### src/rtl/mem_port_arbiter_pkg.sv
// Shared definitions for the memory port arbiter:
// default word width and FSM state encodings.
package mem_port_arbiter_pkg;

    localparam int WORD_SIZE = 32;

    typedef enum logic [1:0] {
        ARB_IDLE   = 2'd0,
        ARB_ACCESS = 2'd1,
        ARB_DONE   = 2'd2
    } arb_state_t;

endpackage

### src/rtl/mem_port_arbiter.sv
// Shares the single memory port between instruction fetch and data access.
// One access at a time, fixed latency, alternating grant on contention.
module mem_port_arbiter #(
    parameter int WORD_SIZE   = mem_port_arbiter_pkg::WORD_SIZE,
    parameter int MEM_LATENCY = 2
) (
    input  logic                 clk,
    input  logic                 rst_n,
    input  logic                 if_req,
    input  logic [WORD_SIZE-1:0] if_addr,
    output logic                 if_done,
    output logic [WORD_SIZE-1:0] if_rdata,
    input  logic                 dm_req,
    input  logic                 dm_w,
    input  logic [WORD_SIZE-1:0] dm_addr,
    input  logic [WORD_SIZE-1:0] dm_wdata,
    output logic                 dm_done,
    output logic [WORD_SIZE-1:0] dm_rdata,
    output logic                 mem_on,
    output logic                 mem_w,
    output logic [WORD_SIZE-1:0] mem_addr,
    output logic [WORD_SIZE-1:0] mem_data_in,
    input  logic [WORD_SIZE-1:0] mem_data_out,
    output logic                 busy,
    output logic                 grant_dm
);

    import mem_port_arbiter_pkg::*;

    localparam int CW = (MEM_LATENCY > 1) ? $clog2(MEM_LATENCY) : 1;
    localparam logic [CW-1:0] CNT_LOAD = CW'(MEM_LATENCY - 1);

    arb_state_t           state_q;
    arb_state_t           state_d;
    logic [CW-1:0]        cnt_q;
    logic                 owner_q;
    logic                 w_q;
    logic                 last_dm_q;
    logic [WORD_SIZE-1:0] addr_q;
    logic [WORD_SIZE-1:0] wdata_q;
    logic [WORD_SIZE-1:0] if_rdata_q;
    logic [WORD_SIZE-1:0] dm_rdata_q;
    logic                 grant;
    logic                 pick_dm;

    always_ff @(posedge clk or negedge rst_n) begin
        if (!rst_n) begin
            state_q <= ARB_IDLE;
        end else begin
            state_q <= state_d;
        end
    end

    // On contention the side not served last wins.
    always_comb begin
        state_d = state_q;
        grant   = 1'b0;
        pick_dm = 1'b0;
        unique case (state_q)
            ARB_IDLE: begin
                if (if_req || dm_req) begin
                    grant   = 1'b1;
                    pick_dm = dm_req && (!if_req || !last_dm_q);
                    state_d = ARB_ACCESS;
                end
            end
            ARB_ACCESS: begin
                if (cnt_q == '0) begin
                    state_d = ARB_DONE;
                end
            end
            ARB_DONE: state_d = ARB_IDLE;
            default:  state_d = ARB_IDLE;
        endcase
    end

    always_ff @(posedge clk or negedge rst_n) begin
        if (!rst_n) begin
            cnt_q      <= '0;
            owner_q    <= 1'b0;
            w_q        <= 1'b0;
            last_dm_q  <= 1'b1;
            addr_q     <= '0;
            wdata_q    <= '0;
            if_rdata_q <= '0;
            dm_rdata_q <= '0;
        end else begin
            if (grant) begin
                owner_q <= pick_dm;
                addr_q  <= pick_dm ? dm_addr : if_addr;
                w_q     <= pick_dm & dm_w;
                cnt_q   <= CNT_LOAD;
                if (pick_dm) begin
                    wdata_q <= dm_wdata;
                end
            end
            if (state_q == ARB_ACCESS) begin
                if (cnt_q != '0) begin
                    cnt_q <= cnt_q - 1'b1;
                end else begin
                    last_dm_q <= owner_q;
                    if (!w_q) begin
                        if (owner_q) begin
                            dm_rdata_q <= mem_data_out;
                        end else begin
                            if_rdata_q <= mem_data_out;
                        end
                    end
                end
            end
        end
    end

    assign mem_on      = (state_q == ARB_ACCESS);
    assign mem_w       = mem_on & w_q;
    assign mem_addr    = addr_q;
    assign mem_data_in = wdata_q;
    assign if_done     = (state_q == ARB_DONE) & ~owner_q;
    assign dm_done     = (state_q == ARB_DONE) & owner_q;
    assign if_rdata    = if_rdata_q;
    assign dm_rdata    = dm_rdata_q;
    assign busy        = (state_q != ARB_IDLE);
    assign grant_dm    = owner_q;

endmodule

### config.mk
export PLATFORM = sky130hd
export DESIGN_NAME = mem_port_arbiter
export DESIGN_NICKNAME = d
export VERILOG_FILES = /design/src/rtl/mem_port_arbiter_pkg.sv /design/src/rtl/mem_port_arbiter.sv
export SDC_FILE = /design/constraint.sdc
export NUM_CORES = 1
export LEC_CHECK = 0
export ABC_AREA = 1
export CAP_MARGIN = 25
export CORE_MARGIN = 8
export CORE_UTILIZATION = 46
export CTS_CLUSTER_DIAMETER = 150
export DETAILED_ROUTE_END_ITERATION = 12
export PLACE_DENSITY = 0.84
export REMOVE_ABC_BUFFERS = 1
export SLEW_MARGIN = 5
export SYNTH_ARGS = -nofsm -noshare
export SYNTH_HDL_FRONTEND = slang
export SYNTH_SLANG_ARGS = --single-unit
### constraint.sdc
create_clock -name clk -period 3.81 [get_ports clk]
set_clock_uncertainty 0.05 [all_clocks]
set_input_delay 0.381 -clock clk [delete_from_list [all_inputs] [get_ports clk]]
set_output_delay 0.381 -clock clk [all_outputs]
set_load 0.01 [all_outputs]
After elaboration in Yosys (flattened, before gate mapping)
Index checks and enable logic that the tools add are counted.

cells by class
  bitwise gates (word level) = 7
  multiplexer cells = 11
  reduce and logical (&&, ||, !) cells = 12
  add/subtract/negate cells = 1
  eq/ne operators = 4

operator list
  kind                 count
  $mux 32              1
  $reduce_and 4->1     2
  $mux 1               7
  $reduce_and 2->1     3
  $and 1x1->1          4
  $mux 2               2
  $ne 2x2->1 const B   2
  $pmux 2 s2           1
  $not 1->1            3
  $eq 2x1->1 const B   1
  $eq 2x2->1 const B   1
  $logic_not 1->1      2
  $logic_not 2->1      1
  $logic_or 1x1->1     2
  $reduce_bool 2->1    1
  $logic_and 1x1->1    1
  $sub 1x1->1 const B  1

storage, ports and cells
  input bits = 133
  register bits = 134
  word-level logic and storage cells = 44
  output and inout bits = 134

Depth between registers and ports, before layout
  word-level depth = 6
  depth in mapped cells = 8

Worst setup path before layout
OpenSTA, ideal clock, no wires.

  path kind = reg-to-reg
  start point = register last_dm_q
  end point = register addr_q[24], in the netlist mem_addr[24]
  cell stages (with the launch flop) = 8
  buffers on the path = 2
  path slack = 2442 ps
  library setup time = 116 ps
  data arrival time = 1201 ps
  cells stage by stage = dfstp_2 nand2_1 nand3_1 buf_4 buf_2 nand2_1 nand2_1 nand2_1

between the ends
  word-level cells in the longest chain between the ends = 6

ends and longest elaborated chain
  element                   line                     source
  start: declaration        mem_port_arbiter.sv:38   logic last_dm_q;
  start signal: assignment  mem_port_arbiter.sv:101  last_dm_q <= owner_q;
  $logic_not 1->1           mem_port_arbiter.sv:63   pick_dm = dm_req && (!if_req || !last_dm_q);
  $logic_or 1x1->1          mem_port_arbiter.sv:63
  $logic_and 1x1->1         mem_port_arbiter.sv:63
  $mux 1                    mem_port_arbiter.sv:61   if (if_req || dm_req) begin
  $mux 1                    mem_port_arbiter.sv:59   unique case (state_q)
  $mux 32                   mem_port_arbiter.sv:90   addr_q <= pick_dm ? dm_addr : if_addr;
  end signal: assignment    mem_port_arbiter.sv:90
  end: declaration          mem_port_arbiter.sv:39   logic [WORD_SIZE-1:0] addr_q;

Every way passes these cells.
A chain may end at the register's enable or synchronous reset.

Final worst setup path
  start point = register state_q[1]
  end point = output port mem_w

between the ends
  word-level cells in the longest chain between the ends = 2

ends and longest elaborated chain
  element                   line                     source
  start: declaration        mem_port_arbiter.sv:33   arb_state_t state_q;
  start signal: assignment  mem_port_arbiter.sv:50   state_q <= state_d;
  $eq 2x1->1                mem_port_arbiter.sv:114  assign mem_on = (state_q == ARB_ACCESS);
  $and 1x1->1               mem_port_arbiter.sv:115  assign mem_w = mem_on & w_q;
  end: declaration          mem_port_arbiter.sv:20   output logic mem_w,

Every way passes these cells.

==> out/qor.yml <==
status:
  outcome: "finished, violations left"
  violations: "negative hold slack"
logic_synthesis:
  ys_ff_latch: 134
  ys_seq_area_share_pct: 54.3
  synth.distinct_cells: 19
  yosysWarnings: 0
  synth_area_leaders: "dfrtp_1 54%, nand2_1 20%, o21ai_2 8.5%, inv_1 7.1%, nand3_1 2.7%"
  avgSynthCellArea_um2: 8.30
  synth_largest_area_cell: "dfrtp_1"
  synth_top_cell_area_share_pct: 53.9
  syn_area_mm2: 0.00617
  netlist_instances: 744
place:
  dp_cells: 1157
  placed_area_mm2: 0.00884
  dp_hpwl_um: 13300
  gp_congestion: 0.790
  port_buffers: 266
pwr:
  clkPwrFrac_pct: 19.1
  peakVddDrop_mv: 0.409
  power.leakage_nw: 4.85
  p_sw_w: 0.00286
  p_int_w: 0.00486
  share_comb_of_total_power_pct: 48.2
  finalPower_w: 0.00772
  swShare_pct: 37.0
  seqPwrFrac_pct: 32.7
  power.density_mw_per_mm2: 824
sta:
  final.min_clock_period_ps: 2310
  maxSlewViolCount: 0
  max_slew_margin_pct: 36.7
  finalSetupTns_ps: 0
  rsz0062_at_grt: "no"
  worst_pin_slew_ps: 949
  fmax_mhz: 432
  setup_violations: 0
  hold_ws_ps: -3.37
  hold_viol: 3
  timing.final.crit_share_pct: 60.7
layout:
  layout.cells.non_filler: 1189
  insertedDiodeCount: 0
  design_area_mm2: 0.00937
  fin_nets: 1133
  area_growth_pct: 51.9
  drive_gt1_share_pct: 9.97
global_route:
  grt_overflow_total: 0
  grt_pass1_wl_um: 29600
  grt_antenna_before_repair: 0
  grt_start_max_net_pins: 90
  grtUsageTotal_pct: 21.3
  first_global_vias: 5618
worst_setup_path:
  cp_max_fo: 5
  critPathLaunchType: "flop"
  critPathCaptureType: "output pin"
  crit_type: "reg2out"
  crit_required_ps: 3380
  cp.arrival_ps: 1880
  reg2reg_depth: 4
cts:
  cts_tree: "built"
  root_buffer: "clkbuf_16"
  cts-hold-fix-buffers: 0
  cts.path.max_buffers: 2
  postCtsSetupRepairBufs: 0
  cts_buffers: 17
  ctsResizeCount: 0
  cts_max_level: 4
  worstSkewPairLatency_ps: 410
  clkSinkCount: 134
  path_clk_slew_ps: 60
floorplanning:
  start_util_pct: 46.8
  rows: 42
  dieArea_mm2: 0.0174
  die_h_um: 132
  pin_count: 267
  die_x_um: 132
  core-area_mm2: 0.0132
detailed_routing:
  wl_met2_um: 9270
  dr.first_iter.drc_count: 340
  post_drt_via_cell_ratio: 4.62
  vias: 5488
  wl_um: 18400
  maxUsedRoutingLayer: "met4"
  ant_nets: 0
  dr.pass1.iters: 6
  wl_met3_um: 1230
  drc: 0
  wl_per_cell_um: 15.5
  route.layer.met1.wl_um: 7230
worst_hold_path:
  worstHoldPathType: "in2async"
run:
  cap_violations: 0
## metrics by stage
step / hold slack (ps) / util [%] / setup slack (ps)
2_1_floorplan: 35.4 / - / 319
3_3_place_gp: 411 / 67.1 / 1360
3_5_place_dp: 414 / 67.1 / 1380
4_1_cts: 11.9 / 71.1 / 1480
5_1_grt: 51.3 / 71.1 / 1380
6_report: -3.37 / 71.1 / 1500
## cells in the mapped netlist (all sizes together)
cell,number
buf,31
clkbuf,4
clkinv,16
dfrtp,133
dfstp,1
inv,120
nand2,326
nand3,35
nor2,7
nor3,2
o21ai,69
## power by group through the flow
stage / clock network (W) / registers [W] / logic, W
5_1_grt: 0.00157 / 0.00261 / 0.00409
3_5_place_dp: 0 / 0.00253 / 0.00377
2_1_floorplan: 0 / 0.00282 / 0.00142
3_3_place_gp: 0 / 0.00251 / 0.00368
4_1_cts: 0.00150 / 0.00253 / 0.00379
6_report: 0.00147 / 0.00253 / 0.00372
## cell type report
type                    count  area [µm²]
repair buffers            272        2710
flip-flops and latches    134        3350
fillers                  1032        3820
clock buffers              28         507
clock inverters             4        22.5
inverters                 136         510
multi-input cells         439        2050
well taps                 176         220
## routing by layer
| layer | GRT usage, % | up-vias |
|---|---|---|
| li1 | - | 2707 |
| met4 | 10.7 | 0 |
| met1 | 23.8 | 2532 |
| met5 | 0 | - |
| met3 | 6.67 | 43 |
| met2 | 36.2 | 206 |
## kinds of logic (layout without fill, tap and decap cells)
family / after synthesis / after routing / share of synthesized area, %
simple gates: 370 / 370 / 23.9
buf+inv: 171 / 440 / 12.5
flops: 134 / 134 / 54.3
compound gates: 69 / 69 / 9.24
## state kept, by name, indices dropped and copies added (netlist names)
register and flops:
dm_rdata 32, if_rdata 32, mem_addr 32, mem_data_in 32, state_q 2, cnt_q 1
grant_dm 1, last_dm_q 1, w_q 1
## worst max-delay path: stages (launching register included)
cell	delay, ps
dfrtp_1	420
nor2_4	230
inv_1	120
nor2_1	100
clkdlybuf4s50_1	590
## final timing paths
path,start,end,slack (ps)
max in group asynchronous,rst_n,last_dm_q$_DFFE_PN1P_,2820
worst max register to register,cnt_q$_DFF_PN0_,if_rdata[5]$_DFFE_PN0P_,1750
worst min register to register,mem_addr[25]$_DFFE_PN0P_,mem_addr[25]$_DFFE_PN0P_,430
worst max-delay path,state_q[1]$_DFFE_PN0P_,mem_w,1500
worst min-delay path,rst_n,if_rdata[20]$_DFFE_PN0P_,-3
min in group clk,mem_addr[25]$_DFFE_PN0P_,mem_addr[25]$_DFFE_PN0P_,430
## layout by cell type (no fill, tap or decap), drive strengths merged
cell           netlist  routed
o21ai               69      69
inv                120     120
clkinvlp             0       1
dfrtp              133     133
dfstp                1       1
nor3                 2       2
clkinv              16      19
nand2              326     326
clkdlybuf4s50        0     265
nor2                 7       7
buf                 31       7
clkbuf               4      28
nand3               35      35
Power figures use the tool's default switching activity.
